[src/rtl/op_link_health_mon.sv]
// rtl/op_link_health_mon.sv - QPLL startup gate plus per-link fault watch driving the optical-link reset sequencer.
// One link monitor module is instantiated for DAQ and for TRG under a shared top FSM.

module op_link_health_mon_link #(
  parameter logic [15:0] HOLDOFF   = 16'd2000,
  parameter logic [3:0]  REQ_LEN   = 4'd11,
  parameter logic [2:0]  MAX_RETRY = 3'd3,
  parameter logic [3:0]  FLT_FILT  = 4'd8
) (
  input  logic       clk,
  input  logic       rst,
  input  logic       run,
  input  logic       fault,
  input  logic       clr_fail,
  output logic       op_rst,
  output logic       fail,
  output logic [2:0] retry
);

  localparam logic [1:0] S_MON  = 2'd0;
  localparam logic [1:0] S_REQ  = 2'd1;
  localparam logic [1:0] S_HOLD = 2'd2;
  localparam logic [1:0] S_FAIL = 2'd3;

  logic [1:0]  state_q, state_d;
  logic [15:0] cnt_q, cnt_d;
  logic [3:0]  flt_cnt_q, flt_cnt_d;
  logic [15:0] cln_cnt_q, cln_cnt_d;
  logic [2:0]  retry_q, retry_d;
  logic        fail_q, fail_d;
  logic        op_rst_q, op_rst_d;

  always_comb begin
    state_d   = state_q;
    cnt_d     = cnt_q;
    flt_cnt_d = flt_cnt_q;
    cln_cnt_d = cln_cnt_q;
    retry_d   = retry_q;
    fail_d    = fail_q;
    op_rst_d  = op_rst_q;
    if (!run) begin
      // Retry and the sticky fail verdict survive a QPLL drop; timers do not.
      state_d   = fail_q ? S_FAIL : S_MON;
      cnt_d     = 16'd0;
      flt_cnt_d = 4'd0;
      cln_cnt_d = 16'd0;
      op_rst_d  = 1'b0;
    end else begin
      case (state_q)
        S_MON: begin
          if (flt_cnt_q == FLT_FILT) begin
            flt_cnt_d = 4'd0;
            cln_cnt_d = 16'd0;
            if (retry_q < MAX_RETRY) begin
              state_d  = S_REQ;
              retry_d  = retry_q + 3'd1;
              op_rst_d = 1'b1;
              cnt_d    = 16'd1;
            end else begin
              state_d = S_FAIL;
              fail_d  = 1'b1;
            end
          end else if (fault) begin
            flt_cnt_d = flt_cnt_q + 4'd1;
            cln_cnt_d = 16'd0;
          end else begin
            flt_cnt_d = 4'd0;
            if (cln_cnt_q < HOLDOFF) cln_cnt_d = cln_cnt_q + 16'd1;
            if (cln_cnt_d >= HOLDOFF) retry_d = 3'd0;
          end
        end
        S_REQ: begin
          if (cnt_q == {12'd0, REQ_LEN}) begin
            state_d  = S_HOLD;
            op_rst_d = 1'b0;
            cnt_d    = 16'd1;
          end else begin
            cnt_d = cnt_q + 16'd1;
          end
        end
        S_HOLD: begin
          // The exit edge already counts as the first sample back in MON.
          if (cnt_q == HOLDOFF) begin
            state_d   = S_MON;
            cnt_d     = 16'd0;
            flt_cnt_d = fault ? 4'd1 : 4'd0;
            cln_cnt_d = fault ? 16'd0 : 16'd1;
          end else begin
            cnt_d = cnt_q + 16'd1;
          end
        end
        default: ;
      endcase
    end
    if (clr_fail) begin
      fail_d  = 1'b0;
      retry_d = 3'd0;
      if (state_q == S_FAIL || state_d == S_FAIL || state_d == S_REQ && state_q == S_MON) begin
        state_d   = S_MON;
        flt_cnt_d = 4'd0;
        cnt_d     = 16'd0;
        op_rst_d  = 1'b0;
      end
    end
  end

  always_ff @(posedge clk) begin
    if (rst) begin
      state_q   <= S_MON;
      cnt_q     <= 16'd0;
      flt_cnt_q <= 4'd0;
      cln_cnt_q <= 16'd0;
      retry_q   <= 3'd0;
      fail_q    <= 1'b0;
      op_rst_q  <= 1'b0;
    end else begin
      state_q   <= state_d;
      cnt_q     <= cnt_d;
      flt_cnt_q <= flt_cnt_d;
      cln_cnt_q <= cln_cnt_d;
      retry_q   <= retry_d;
      fail_q    <= fail_d;
      op_rst_q  <= op_rst_d;
    end
  end

  assign op_rst = op_rst_q;
  assign fail   = fail_q;
  assign retry  = retry_q;

endmodule

module op_link_health_mon #(
  parameter logic [15:0] STRTUP_DLY = 16'd1000,
  parameter logic [3:0]  REQ_LEN    = 4'd11,
  parameter logic [15:0] HOLDOFF    = 16'd2000,
  parameter logic [2:0]  MAX_RETRY  = 3'd3,
  parameter logic [3:0]  FLT_FILT   = 4'd8
) (
  input  logic       CLK,
  input  logic       RST,
  input  logic       QPLL_LOCK,
  input  logic       DAQ_PLL_LOCK,
  input  logic       TRG_PLL_LOCK,
  input  logic       DAQ_TX_FLT,
  input  logic       TRG_TX_FLT,
  input  logic       CLR_FAIL,
  output logic       STRTUP_OP_RST,
  output logic       DAQ_OP_RST,
  output logic       TRG_OP_RST,
  output logic       LINK_RDY,
  output logic       DAQ_FAIL,
  output logic       TRG_FAIL,
  output logic [2:0] DAQ_RETRY,
  output logic [2:0] TRG_RETRY
);

  localparam logic [2:0] S_IDLE   = 3'd0;
  localparam logic [2:0] S_STBL   = 3'd1;
  localparam logic [2:0] S_STRTUP = 3'd2;
  localparam logic [2:0] S_SETTLE = 3'd3;
  localparam logic [2:0] S_RUN    = 3'd4;

  logic [2:0]  state_q, state_d;
  logic [15:0] tcnt_q, tcnt_d;
  logic        strtup_q, strtup_d;
  logic        link_rdy_q, link_rdy_d;
  logic        daq_fault, trg_fault;

  always_comb begin
    state_d    = state_q;
    tcnt_d     = tcnt_q;
    strtup_d   = strtup_q;
    link_rdy_d = link_rdy_q;
    if (state_q == S_IDLE) begin
      if (QPLL_LOCK) begin
        state_d = S_STBL;
        tcnt_d  = 16'd1;
      end
    end else if (!QPLL_LOCK) begin
      state_d    = S_IDLE;
      tcnt_d     = 16'd0;
      strtup_d   = 1'b0;
      link_rdy_d = 1'b0;
    end else begin
      case (state_q)
        S_STBL: begin
          if (tcnt_q == STRTUP_DLY) begin
            state_d  = S_STRTUP;
            strtup_d = 1'b1;
            tcnt_d   = 16'd1;
          end else begin
            tcnt_d = tcnt_q + 16'd1;
          end
        end
        S_STRTUP: begin
          if (tcnt_q == {12'd0, REQ_LEN}) begin
            state_d  = S_SETTLE;
            strtup_d = 1'b0;
            tcnt_d   = 16'd1;
          end else begin
            tcnt_d = tcnt_q + 16'd1;
          end
        end
        S_SETTLE: begin
          if (tcnt_q == HOLDOFF) begin
            state_d    = S_RUN;
            link_rdy_d = 1'b1;
            tcnt_d     = 16'd0;
          end else begin
            tcnt_d = tcnt_q + 16'd1;
          end
        end
        default: ;
      endcase
    end
  end

  always_ff @(posedge CLK) begin
    if (RST) begin
      state_q    <= S_IDLE;
      tcnt_q     <= 16'd0;
      strtup_q   <= 1'b0;
      link_rdy_q <= 1'b0;
    end else begin
      state_q    <= state_d;
      tcnt_q     <= tcnt_d;
      strtup_q   <= strtup_d;
      link_rdy_q <= link_rdy_d;
    end
  end

  assign daq_fault     = DAQ_TX_FLT | ~DAQ_PLL_LOCK;
  assign trg_fault     = TRG_TX_FLT | ~TRG_PLL_LOCK;
  assign STRTUP_OP_RST = strtup_q;
  assign LINK_RDY      = link_rdy_q;

  op_link_health_mon_link #(
    .HOLDOFF(HOLDOFF), .REQ_LEN(REQ_LEN), .MAX_RETRY(MAX_RETRY), .FLT_FILT(FLT_FILT)
  ) u_daq (
    .clk(CLK), .rst(RST), .run(link_rdy_q), .fault(daq_fault), .clr_fail(CLR_FAIL),
    .op_rst(DAQ_OP_RST), .fail(DAQ_FAIL), .retry(DAQ_RETRY)
  );

  op_link_health_mon_link #(
    .HOLDOFF(HOLDOFF), .REQ_LEN(REQ_LEN), .MAX_RETRY(MAX_RETRY), .FLT_FILT(FLT_FILT)
  ) u_trg (
    .clk(CLK), .rst(RST), .run(link_rdy_q), .fault(trg_fault), .clr_fail(CLR_FAIL),
    .op_rst(TRG_OP_RST), .fail(TRG_FAIL), .retry(TRG_RETRY)
  );

endmodule

[config.mk]
export PLATFORM = sky130hd
export DESIGN_NAME = op_link_health_mon
export DESIGN_NICKNAME = d
export VERILOG_FILES = /design/src/rtl/op_link_health_mon.sv
export SDC_FILE = /design/constraint.sdc
export NUM_CORES = 1
export LEC_CHECK = 0
export CAP_MARGIN = 10
export CORE_MARGIN = 1.5
export CORE_UTILIZATION = 35
export CTS_BUF_LIST = sky130_fd_sc_hd__clkbuf_16
export DETAILED_ROUTE_END_ITERATION = 8
export REMOVE_ABC_BUFFERS = 1
export SLEW_MARGIN = 0
export SYNTH_ARGS = -nofsm -noshare
export SYNTH_HDL_FRONTEND = slang
export SYNTH_SLANG_ARGS = --single-unit
[constraint.sdc]
create_clock -name CLK -period 2 [get_ports CLK]
set_clock_uncertainty 0.05 [all_clocks]
set_input_delay 0.4 -clock CLK [delete_from_list [all_inputs] [get_ports CLK]]
set_output_delay 0.4 -clock CLK [all_outputs]
set_load 0.05 [all_outputs]
==> impl_summary.txt, run 1 <==
----------------------------------------------------
[Global route]
  Initial antenna violation count ... 0
  GRT Residual Overflow ... 0
  Vias in the first global route ... a little under 6000
  Wire length of the first global-routing pass ... between 20 and 30 mm
  Gr usage total ... 18.43%
  Largest net degree at the start of global routing ... 17

[Synth]
  Synth area leader ... dfxtp_1
  Area of the mapped netlist ... just over 6000 µm²
  Top post-synthesis cells by area ... dfxtp_1 (35%), nor2_1 (6.2%), a21oi_1 (5.0%)
  Count of synthesis-stage warnings from yosys ... 0
  Mapped Avg Cell Area ... roughly 7.8 µm²
  Count of unique library cells instantiated by Yosys ... 75
  Post-synth EDFFs ... 0
  Number of instances in the synthesized netlist ... roughly 790
  Synth top area share ... 35.05%
  Proportion of synthesized chip area in sequential cells ... about a third
  Async S/R FF share, synth ... 0%
  Number of register bits inferred by synthesis ... 107
  Flip-flop cell with the highest count after synthesis ... dfxtp_1

[Routing]
  Wire length per cell after detailed routing ... approximately 14 µm
  Iter 0 DRT Violations ... between 300 and 400
  Post-detailed-route count of antenna-violating nets ... 0
  Final wirelength ... around 17 mm
  Drt drc ... 0
  Routed via count divided by cell count ... approximately 5.4
  Drt first pass iters ... 5
  Vias after detailed routing ... roughly 6400

[Finish]
  Share of post-route cells with drive strength above 1 ... about a third
  Synthesis-to-finish area growth ... 42.42%
  Core utilization of the finished layout ... about half
  Final net count ... roughly 990
  Antenna diode instance count ... 0

[Flow run]
  Max capacitance violation total ... 0

[Timing]
  Crit share post-route ... 108.2%
  Fin. max-slew vios ... 0
  Final Critical Period ... approximately 2.2 ns
  RSZ-0062 raised after global routing ... true
  Timing-limited maximum frequency ... 462.0 MHz
  Slew @ Worst Pin ... between 0.3 and 0.4 ns
  Worst rel slew slack ... between 70% and 80%
  Setup-failing EPs final ... 12
  Smallest setup slack after layout ... -0.1646 ns
  Smallest hold slack ... roughly 0.42 ns
  Final count of hold timing violations ... 0

[Power]
  Clock group share of total power ... between 40 and 50%
  Power per cell area ... 469.3 nW/µm²
  Final total power ... a little over 4 mW
  Sequential fraction of design power ... about 52%
  Sw Ratio ... a little under a quarter
  Pint ... 3.159 mW
  Net switching power figure ... approximately 0.93 mW
  Worst supply voltage drop on vdd ... a little over 0.4 mV
  Logic pwr share ... around 4%
  Leakage power figure ... about 3.2 nW

[CTS]
  TritonCTS clock tree ... yes
  Clock-pin slew on the worst setup and hold paths ... about 0.07 ns
  Number of sinks handled by clock tree synthesis ... about 110
  Hold_buf cts ... 0
  Clk Tree Root Cell ... clkbuf_16
  Clk buf depth ... 2
  H-tree depth reported by CTS ... 3
  Number of clock buffers inserted by TritonCTS ... 9
  Worst-Skew Late Latency ... around 0.36 ns

[Status]
  Outcome ... finished, violations left
  Violated checks ... negative setup slack

[Place]
  IO buf count ... 19
  Minimum setup slack after placement ... -0.2084 ns
  Weighted congestion reported at the end of routability-driven placement ... ~0.86
  HPWL after detailed placement ... approximately 12 mm

[Floorplanning]
  Number of rows in the core area ... 48
  Initial Util ... 35.58%
  Core outline area ... 17180 µm²
  Die Wd ... 135.1 µm
  Num ports ... 20
  Full die area ... 18260 µm²
  Vertical die dimension ... approximately 140 µm

[Worst setup path]
  Category of the worst setup path capture point ... register
  Endpoint arrival time on the critical path ... about 2.4 ns
  CP Max Fanout ... 3
  Kind of critical path ... register to register
  Required time reported for the critical path endpoint ... about 2.2 ns
  Setup crit start kind ... register

[Hold path]
  Hold Path Class ... register to register

----------------------------------------------------
[through the flow]
stage,std cells,area [µm²],setup TNS (ns)
2_1_floorplan,747,5937,-7.020
3_3_place_gp,1146,7580,-2.167
3_5_place_dp,1146,7580,-3.716
4_1_cts,1174,8139,-0.5823
5_1_grt,1193,8703,-3.005
6_report,1193,8703,-0.7311
[routing by layer]
metal | global-route usage (%) | vias to the layer above | part of all wire [%]
met2 | 29.68 | 109 | 47
met4 | 5.795 | 0 | 1.2
met3 | 2.694 | 14 | 3.8
met1 | 25.41 | 3023 | 48
met5 | 0 | - | 0
li1 | - | 3299 | -
[layout make-up]
type                            count  area [µm²]
Fill cell                        1653        8473
Multi-Input combinational cell    618        4218
Sequential cell                   107        2156
Timing Repair Buffer              202        1663
Tap cell                          225       281.5
Clock buffer                        9       225.2
Inverter                           25       98.84
Clock inverter                      7       61.31
[state kept, by name, summed over array words and instances (netlist names), 4 cells and up]
signal	count
u_daq.cln_cnt_q	16
u_daq.flt_cnt_q	4
u_trg.flt_cnt_q	4
u_daq.cnt_q	16
u_trg.cnt_q	16
tcnt_q	16
u_trg.cln_cnt_q	16
[synthesized netlist by cell type (5+ instances only)]
master      n
dfxtp_1   107
nor2_1    101
nand2_1    75
a21oi_1    61
nand3_1    47
o21ai_0    38
clkbuf_1   33
nor3_1     26
a311oi_1   25
inv_1      25
nand4_1    19
and3_1     17
and2_1     15
ha_1       14
a31oi_1    13
nor4_1     12
xnor2_1    10
a211oi_1    8
a32oi_1     8
nand2b_1    8
nand3b_1    8
nor2b_1     7
o211a_1     7
a22oi_1     6
a21o_1      5
o211ai_1    5
or2_2       5
[path summary, 6_finish.rpt]
kind / cells past startpoint / slack [ns] / startpoint / endpoint
hold reg to reg: 1 / 0.42 / u_daq.cln_cnt_q[15]$_SDFFE_PP0P_ / u_daq.cln_cnt_q[15]$_SDFFE_PP0P_
setup reg to reg: 6 / -0.16 / u_daq.cln_cnt_q[15]$_SDFFE_PP0P_ / u_daq.retry[1]$_SDFFE_PP0P_
setup / recovery: 6 / -0.16 / u_daq.cln_cnt_q[15]$_SDFFE_PP0P_ / u_daq.retry[1]$_SDFFE_PP0P_
hold / removal: 1 / 0.42 / u_daq.cln_cnt_q[15]$_SDFFE_PP0P_ / u_daq.cln_cnt_q[15]$_SDFFE_PP0P_
[what timing repair did]
action | in CTS | in global routing
pin swaps | 22 | 68
endpoints found under the hold margin | 0 | 0
setup endpoints to repair | 44 | 97
setup buffers | 10 | 19
cloned | 4 | 1
gates resized for setup | 42 | 102
[cells in the final DEF (no fill, tap or decap), types with 15 or more instances in the layout]
cell / count
dfxtp_1: 98
nor3_1: 24
a21oi_1: 54
nand3_1: 40
and3_1: 15
nor2_1: 91
nand2_1: 69
inv_1: 25
buf_4: 172
o21ai_0: 27
a311oi_1: 21
nand4_1: 19
buf_6: 19
[cell families after synthesis]
family,synth area share (%)
DFF,35.05
AOI/OAI and AO/OA,24.02
muxes,0.4914
adders and majority gates,2.867
and+or+nand+nor,31.33
xor gates and xnor gates,1.863
buffers and inverters,4.382
[power by group through the flow]
stage,Clock [mW],Sequential (mW),Combinational (mW)
2_1_floorplan,0,2.19,0.0607
3_3_place_gp,0,2.19,0.149
3_5_place_dp,0,2.19,0.150
4_1_cts,1.84,2.14,0.153
5_1_grt,1.92,2.13,0.179
6_report,1.79,2.13,0.162
[worst max-delay path, stage by stage (launching register included)]
cell and delay [ns]:
dfxtp_1 0.31, or4_4 0.55, a211oi_2 0.22, a211oi_1 0.13, or4b_4 0.51, o21ai_2 0.18
o22ai_1 0.11
Note: power is estimated with default switching activity, not from simulation.
==> inputs of run 2 (changes only) <==
--- a/config.mk
+++ b/config.mk
@@ -6,7 +6,7 @@
 export NUM_CORES = 1
 export LEC_CHECK = 0
 export CAP_MARGIN = 10
-export CORE_MARGIN = 1.5
+export CORE_MARGIN = 8
 export CORE_UTILIZATION = 35
 export CTS_BUF_LIST = sky130_fd_sc_hd__clkbuf_16
 export DETAILED_ROUTE_END_ITERATION = 8
==> impl_summary.txt, run 2 (synthesized netlist as in run 1, its figures left out) <==
----------------------------------------------------
[Worst setup path]
  Required time reported for the critical path endpoint ... 2.21 ns (about the same)
  CP Max Fanout ... 5 (+2)
  Critical-path cell list ... or4_4 -> a211o_4 -> or3_4 -> nor3_4 -> nor2_1 -> a311oi_1
  Kind of critical path ... register to register
  Endpoint arrival time on the critical path ... 2.32 ns (-0.04 ns)
  Max stage delay on crit path ... 0.55 ns (about the same)
  Cell type of the slowest stage on the worst timing path ... or4_4
  Category of the worst setup path capture point ... register
  Setup crit start kind ... register
  CP Buf/Inv Count ... 0 (unchanged)
  Worst path top cell family by delay ... simple AND/OR/NAND/NOR gates

[Finish]
  Most used cells in the layout excluding fill and tap cells ... buf_4 (164), nor2_1 (94), dfxtp_1 (92)
  Design Area, Final ... 8712 µm² (+0.10%)
  Most common library cell in the layout ignoring fill and taps ... buf_4
  Share of post-route cells with drive strength above 1 ... 34.45% (+1.9 points)
  Final net count ... 972 (-1.3%)
  Synthesis-to-finish area growth ... 42.57%
  Fillers ... 1631 (-1.3%)
  Antenna diode instance count ... 0 (unchanged)

[Timing]
  Smallest setup slack after layout ... -0.1124 ns (+0.05214 ns)
  Final count of hold timing violations ... 0 (unchanged)
  Smallest hold slack ... 0.4165 ns (-0.001354 ns)
  Timing-limited maximum frequency ... 473.4 MHz (+2.5%)
  Slew @ Worst Pin ... 0.6404 ns (+0.2455 ns)
  RSZ-0062 raised after global routing ... true
  Setup-failing EPs final ... 29 (+17)
  Final Critical Period ... 2.112 ns (-0.05214 ns)
  Crit share post-route ... 105.6% (-2.6 points)
  Fin. max-slew vios ... 0 (unchanged)
  Worst rel slew slack ... 56.85% (-17 points)

[CTS]
  Clk Tree Root Cell ... clkbuf_16
  Clock-pin slew on the worst setup and hold paths ... 0.07 ns (about the same)
  Clk buf depth ... 2 (unchanged)
  TritonCTS clock tree ... yes
  H-tree depth reported by CTS ... 3 (unchanged)
  Number of sinks handled by clock tree synthesis ... 107 (unchanged)
  Hold_buf cts ... 0 (unchanged)
  Number of clock buffers inserted by TritonCTS ... 9 (unchanged)
  Worst-Skew Late Latency ... 0.36 ns (about the same)

[Routing]
  Drt drc ... 0 (unchanged)
  Drt first pass iters ... 5 (unchanged)
  Post-detailed-route count of antenna-violating nets ... 0 (unchanged)
  Routed via count divided by cell count ... 5.454 (+0.96%)
  Final wirelength ... 17.48 mm (+1.1%)
  Vias after detailed routing ... 6436 (-0.14%)
  Iter 0 DRT Violations ... 334 (-2.3%)
  Wire length per cell after detailed routing ... 14.81 µm (+2.2%)

[Place]
  Minimum setup slack after placement ... -0.1747 ns (+0.03362 ns)
  Weighted congestion reported at the end of routability-driven placement ... 0.8462 (-1.7%)
  HPWL after detailed placement ... 12.07 mm (+2.2%)
  Dpl cell area ... 7510 µm² (-0.92%)
  IO buf count ... 19 (unchanged)

[Status]
  Outcome ... finished, violations left
  Violated checks ... negative setup slack

[Global route]
  Largest net degree at the start of global routing ... 22 (+5)
  Gr usage total ... 15.16% (-3.3 points)
  Vias in the first global route ... 5944 (+2.6%)
  Initial antenna violation count ... 0 (unchanged)
  GRT Residual Overflow ... 0 (unchanged)
  Wire length of the first global-routing pass ... 28.02 mm (+1.9%)

[Power]
  Worst supply voltage drop on vdd ... 0.4231 mV (+4.6%)
  Power per cell area ... 481.1 nW/µm² (+2.5%)
  Final total power ... 4.191 mW (+2.6%)
  Leakage power figure ... 3.141 nW (-1.6%)
  Pint ... 3.288 mW (+4.1%)
  Sw Ratio ... 21.54% (-1.1 points)
  Net switching power figure ... 0.9026 mW (-2.4%)
  Sequential fraction of design power ... 51.0% (-1.3 points)
  Clock group share of total power ... 45.1% (+1.3 points)
  Logic pwr share ... 3.9% (about the same)

[Floorplanning]
  Number of rows in the core area ... 48 (unchanged)
  Full die area ... 21940 µm² (+20%)
  Core outline area ... 17180 µm² (unchanged)
  Vertical die dimension ... 148.1 µm (+9.6%)
  Die Wd ... 148.1 µm (+9.6%)
  Num ports ... 20 (unchanged)
  Initial Util ... 35.58% (unchanged)

[Hold path]
  Hold Path Class ... register to register

[Flow run]
  Max capacitance violation total ... 0 (unchanged)

----------------------------------------------------
==> run 2: cell types whose count changed in the layout (fill, tap and decap cells not counted), moves of 3 or more <==
cell,delta
ha_1,-3
nand2_2,+3
buf_4,-8
nor2_1,+3
a311oi_2,+10
nor3_1,-5
a311oi_1,-10
nand2_1,-3
ha_2,+3
buf_6,-6
nor3_2,+5
dfxtp_2,+7
dfxtp_1,-6
==> run 2: worst paths after layout <==
kind	from	end	slack, ns	depth (start not counted)
setup / recovery	u_daq.cln_cnt_q[12]$_SDFFE_PP0P_	u_daq.cln_cnt_q[8]$_SDFFE_PP0P_	-0.11	6
hold / removal	u_daq.cln_cnt_q[14]$_SDFFE_PP0P_	u_daq.cln_cnt_q[14]$_SDFFE_PP0P_	0.42	1
setup reg to reg	u_daq.cln_cnt_q[12]$_SDFFE_PP0P_	u_daq.cln_cnt_q[8]$_SDFFE_PP0P_	-0.11	6
hold reg to reg	u_daq.cln_cnt_q[14]$_SDFFE_PP0P_	u_daq.cln_cnt_q[14]$_SDFFE_PP0P_	0.42	1
==> run 2: metrics by stage <==
step / setup TNS (ns) / utilization, % / instances
4_1_cts: -0.5080 / 46.08 / 1153
6_report: -1.147 / 50.72 / 1180
2_1_floorplan: -7.020 / - / 747
3_5_place_dp: -3.638 / 43.72 / 1135
3_3_place_gp: -2.439 / 43.72 / 1135
5_1_grt: -5.148 / 50.72 / 1180
==> run 2: routing by layer <==
| metal | global-route usage (%) | routed length [µm] | part of all wire (%) | vias to the layer above |
|---|---|---|---|---|
| met5 | 0 | 0 | 0 | - |
| met4 | 6.017 | 313 | 1.8 | 0 |
| met3 | 2.249 | 632 | 3.6 | 21 |
| met2 | 24.82 | 8300 | 47 | 104 |
| met1 | 19.67 | 8231 | 47 | 3053 |
| li1 | - | - | - | 3258 |
==> run 2: layout make-up <==
cell class	count	area (µm²)	share of cell area (%)
clock buffers	9	225.2	2.585
clock inverters	7	83.83	0.9622
inverters	25	96.34	1.106
multi-input cells	618	4317	49.55
flip-flops and latches	107	2161	24.80
well taps	225	281.5	3.231
repair buffers	189	1548	17.77
==> run 2: power by group through the flow <==
stage	registers [mW]	clock network, mW	logic (mW)
detailed placement	2.18	0	0.152
CTS	2.13	1.95	0.153
finish	2.14	1.89	0.164
global route	2.13	2.01	0.180
floorplan	2.19	0	0.0607
global placement	2.19	0	0.151
==> run 2: what timing repair did <==
action,in CTS,in global routing
pin swaps,24,70
endpoints found under the setup margin,39,90
resized for setup,17,145
cloned,0,4
setup buffers,2,25
==> inputs of run 3 (changes only) <==
--- a/config.mk
+++ b/config.mk
@@ -5,8 +5,8 @@
 export SDC_FILE = /design/constraint.sdc
 export NUM_CORES = 1
 export LEC_CHECK = 0
+export ABC_AREA = 1
 export CAP_MARGIN = 10
-export CORE_MARGIN = 8
 export CORE_UTILIZATION = 35
 export CTS_BUF_LIST = sky130_fd_sc_hd__clkbuf_16
 export DETAILED_ROUTE_END_ITERATION = 8
==> impl_summary.txt, run 3 <==
----------------------------------------------------
[Synth]
  Top post-synthesis cells by area ... dfxtp_1 (33%), nand2_1 (11%), inv_1 (8.3%)
  Synth cell count leaders ... nand2_1 (182), inv_1 (143), nor2_1 (113), dfxtp_1 (107), a21oi_1 (79)
  Flip-flop cell with the highest count after synthesis ... dfxtp_1
  Count of unique library cells instantiated by Yosys ... 51 (-32%)
  Proportion of synthesized chip area in sequential cells ... 33.30% (-1.8 points)
  Leading cell type by number of instances after synthesis ... nand2_1
  Number of register bits inferred by synthesis ... 107 (unchanged)
  Count of synthesis-stage warnings from yosys ... 0 (unchanged)
  Area of the mapped netlist ... 6432 µm² (+5.3%)
  Mapped Avg Cell Area ... 6.591 µm² (-15%)
  Number of instances in the synthesized netlist ... 976 (+24%)
  Synth area leader ... dfxtp_1
  Post-synth EDFFs ... 0 (unchanged)
  Synth top area share ... 33.30% (-1.8 points)
  Async S/R FF share, synth ... 0% (unchanged)

[CTS]
  Clk Tree Root Cell ... clkbuf_16
  TritonCTS clock tree ... yes
  Worst-Skew Late Latency ... 0.36 ns (about the same)
  Number of clock buffers inserted by TritonCTS ... 9 (unchanged)
  Number of sinks handled by clock tree synthesis ... 107 (unchanged)
  Clk buf depth ... 2 (unchanged)
  H-tree depth reported by CTS ... 3 (unchanged)
  Clock-pin slew on the worst setup and hold paths ... 0.08 ns (about the same)

[Floorplanning]
  Full die area ... 18920 µm² (-14%)
  Die Wd ... 137.6 µm (-7.1%)
  Num ports ... 20 (unchanged)
  Number of rows in the core area ... 49 (+2.1%)
  Core outline area ... 17960 µm² (+4.6%)
  Vertical die dimension ... 137.6 µm (-7.1%)
  Initial Util ... 35.81% (+0.23 points)

[Global route]
  Wire length of the first global-routing pass ... 27.37 mm (-2.3%)
  Vias in the first global route ... 5986 (+0.71%)
  Gr usage total ... 17.98% (+2.8 points)
  GRT Residual Overflow ... 0 (unchanged)
  Largest net degree at the start of global routing ... 22 (unchanged)
  Initial antenna violation count ... 0 (unchanged)

[Timing]
  Post-Route Setup TNS ... 0 ns (+1.147 ns)
  Smallest hold slack ... 0.3948 ns (-0.02165 ns)
  Crit share post-route ... 97.76% (-7.9 points)
  Final count of hold timing violations ... 0 (unchanged)
  Setup-failing EPs final ... 0 (-100%)
  Smallest setup slack after layout ... 0.04471 ns (+0.1571 ns)
  Fin. max-slew vios ... 0 (unchanged)
  Final Critical Period ... 1.955 ns (-0.1571 ns)
  Slew @ Worst Pin ... 0.4961 ns (-0.1443 ns)
  RSZ-0062 raised after global routing ... true
  Worst rel slew slack ... 66.87% (+10 points)
  Timing-limited maximum frequency ... 511.4 MHz (+8.0%)

[Finish]
  Antenna diode instance count ... 0 (unchanged)
  Most used cells in the layout excluding fill and tap cells ... nand2_1 (167), inv_1 (129), buf_4 (102)
  Most common library cell in the layout ignoring fill and taps ... nand2_1
  Fillers ... 1778 (+9.0%)
  Synthesis-to-finish area growth ... 33.46%
  Core utilization of the finished layout ... 47.79% (-2.9 points)
  Area taken by multi-input logic gates ... 4144 µm² (-4.0%)
  Register area ... 2197 µm² (+1.7%)
  Share of post-route cells with drive strength above 1 ... 29.05% (-5.4 points)
  Final net count ... 1115 (+15%)

[Power]
  Sequential fraction of design power ... 46.4% (-4.6 points)
  Worst supply voltage drop on vdd ... 0.4534 mV (+7.2%)
  Pint ... 3.374 mW (+2.6%)
  Clock group share of total power ... 37.2% (-7.9 points)
  Logic pwr share ... 16.4% (+12 points)
  Leakage power figure ... 3.345 nW (+6.5%)
  Net switching power figure ... 1.385 mW (+53%)
  Sw Ratio ... 29.11% (+7.6 points)
  Power per cell area ... 554.4 nW/µm² (+15%)

[Status]
  Outcome ... completed

[Worst setup path]
  Endpoint arrival time on the critical path ... 2.20 ns (-0.12 ns)
  Category of the worst setup path capture point ... register
  Setup crit start kind ... register
  CP Max Fanout ... 5 (unchanged)
  Reg2reg setup slack ... 0.04 ns (+0.16 ns)
  Required time reported for the critical path endpoint ... 2.25 ns (+0.04 ns)
  Cell type of the slowest stage on the worst timing path ... dfxtp_4
  Startpoint of the most critical register-to-register path ... u_trg.cnt_q[0]$_SDFF_PP0_
  End of the worst register-to-register path ... u_trg.flt_cnt_q[1]$_SDFF_PP0_
  Kind of critical path ... register to register
  Worst Setup SP ... u_trg.cnt_q[0]$_SDFF_PP0_
  Critical-path cell list ... inv_4 -> ha_4 -> nand3_2 -> nor2_2 -> nand2_2 -> nand2_2 -> nand3b_1 -> a21oi_2 -> nand2_1 -> nand2_1 -> nand2_1 -> nand2_2 -> nand2_4 -> clkbuf_16 -> nor2_4
  Worst Reg2Reg Path Length in Cells ... 15 (+9)
  Critical path destination ... u_trg.flt_cnt_q[1]$_SDFF_PP0_
  Max stage delay on crit path ... 0.36 ns (-0.19 ns)

[Routing]
  Wire length per cell after detailed routing ... 13.11 µm (-11%)
  Drt first pass iters ... 5 (unchanged)
  Final wirelength ... 17.40 mm (-0.46%)
  Vias after detailed routing ... 6671 (+3.7%)
  Iter 0 DRT Violations ... 408 (+22%)
  Drt drc ... 0 (unchanged)
  Routed via count divided by cell count ... 5.027 (-7.8%)
  Post-detailed-route count of antenna-violating nets ... 0 (unchanged)

[Flow run]
  Max capacitance violation total ... 0 (unchanged)

[Place]
  HPWL after detailed placement ... 12.05 mm (-0.14%)
  IO buf count ... 19 (unchanged)
  Weighted congestion reported at the end of routability-driven placement ... 0.8725 (+3.1%)
  Minimum setup slack after placement ... -0.05005 ns (+0.1247 ns)

[Hold path]
  Hold Path Class ... register to register

----------------------------------------------------
-- run 3: power groups by stage --
stage / sequential [mW] / clock [mW] / combinational [mW]
2_1_floorplan: 2.29 / 0 / 0.386
3_3_place_gp: 2.26 / 0 / 0.715
3_5_place_dp: 2.26 / 0 / 0.719
4_1_cts: 2.21 / 1.84 / 0.722
5_1_grt: 2.22 / 1.90 / 0.869
6_report: 2.21 / 1.77 / 0.781
-- run 3: worst min-delay path by stage --
stage	from	depth (start not counted)	to	slack, ns
after detailed placement	u_daq.cln_cnt_q[11]$_SDFFE_PP0P_	2	u_daq.cln_cnt_q[11]$_SDFFE_PP0P_	0.39
after global placement	u_daq.cln_cnt_q[14]$_SDFFE_PP0P_	2	u_daq.cln_cnt_q[14]$_SDFFE_PP0P_	0.39
after CTS	u_daq.cln_cnt_q[11]$_SDFFE_PP0P_	2	u_daq.cln_cnt_q[11]$_SDFFE_PP0P_	0.40
after floorplan	u_daq.cln_cnt_q[11]$_SDFFE_PP0P_	2	u_daq.cln_cnt_q[11]$_SDFFE_PP0P_	0.37
after global routing	u_daq.cln_cnt_q[11]$_SDFFE_PP0P_	2	u_daq.cln_cnt_q[11]$_SDFFE_PP0P_	0.42
final	u_daq.cln_cnt_q[11]$_SDFFE_PP0P_	2	u_daq.cln_cnt_q[11]$_SDFFE_PP0P_	0.39
-- run 3: metal layers --
metal  up-vias  routed length, µm  part of all wire, %  GRT usage (%)
met3        13                641                  3.7          3.532
met5         -                  0                    0              0
met4         0                175                  1.0          4.335
li1       3466                  -                    -              -
met1      3085               8259                   47          23.35
met2       107               8320                   48          30.35
-- run 3: logic make-up (layout without fill, tap and decap cells) --
kind of cell    Yosys count  after routing  synth area share [%]
simple gates            486            486                 34.37
flops                   107            107                 33.30
xor+xnor                 12             12                 1.634
fa+ha+maj                14             14                 2.723
compound gates          185            185                 17.31
buf+inv                 172            294                 10.66
-- run 3: through the flow --
| step | power, mW | instances | cell area [µm²] |
|---|---|---|---|
| 2_1_floorplan | 2.677 | 959 | 6335 |
| 3_3_place_gp | 2.980 | 1285 | 7415 |
| 3_5_place_dp | 2.981 | 1285 | 7415 |
| 4_1_cts | 4.771 | 1301 | 7697 |
| 5_1_grt | 4.984 | 1327 | 8584 |
| 6_report | 4.759 | 1327 | 8584 |
-- run 3: layout make-up --
cell class                 count  area share [%]
tap                          229           3.338
inverter                     155           7.011
timing repair buffer         123           12.46
sequential                   107           25.59
multi-input combinational    697           48.27
clock inverter                 7          0.6996
clock buffer                   9           2.624
-- run 3: worst max-delay path: cells and delay by family (launching register included) --
| kind | cells | cell delay [ns] |
|---|---|---|
| adders and majority gates | 1 | 0.13 |
| DFF | 1 | 0.36 |
| and+or+nand+nor | 11 | 0.92 |
| AOI/OAI and AO/OA | 1 | 0.17 |
| buffers and inverters | 2 | 0.26 |
-- run 3: what timing repair did --
action / in CTS / in global routing
gates cloned: 0 / 6
hold buffers: 0 / 0
pin swaps: 0 / 41
setup buffers: 0 / 20
endpoints found under the setup margin: 2 / 62
resized for setup: 2 / 192
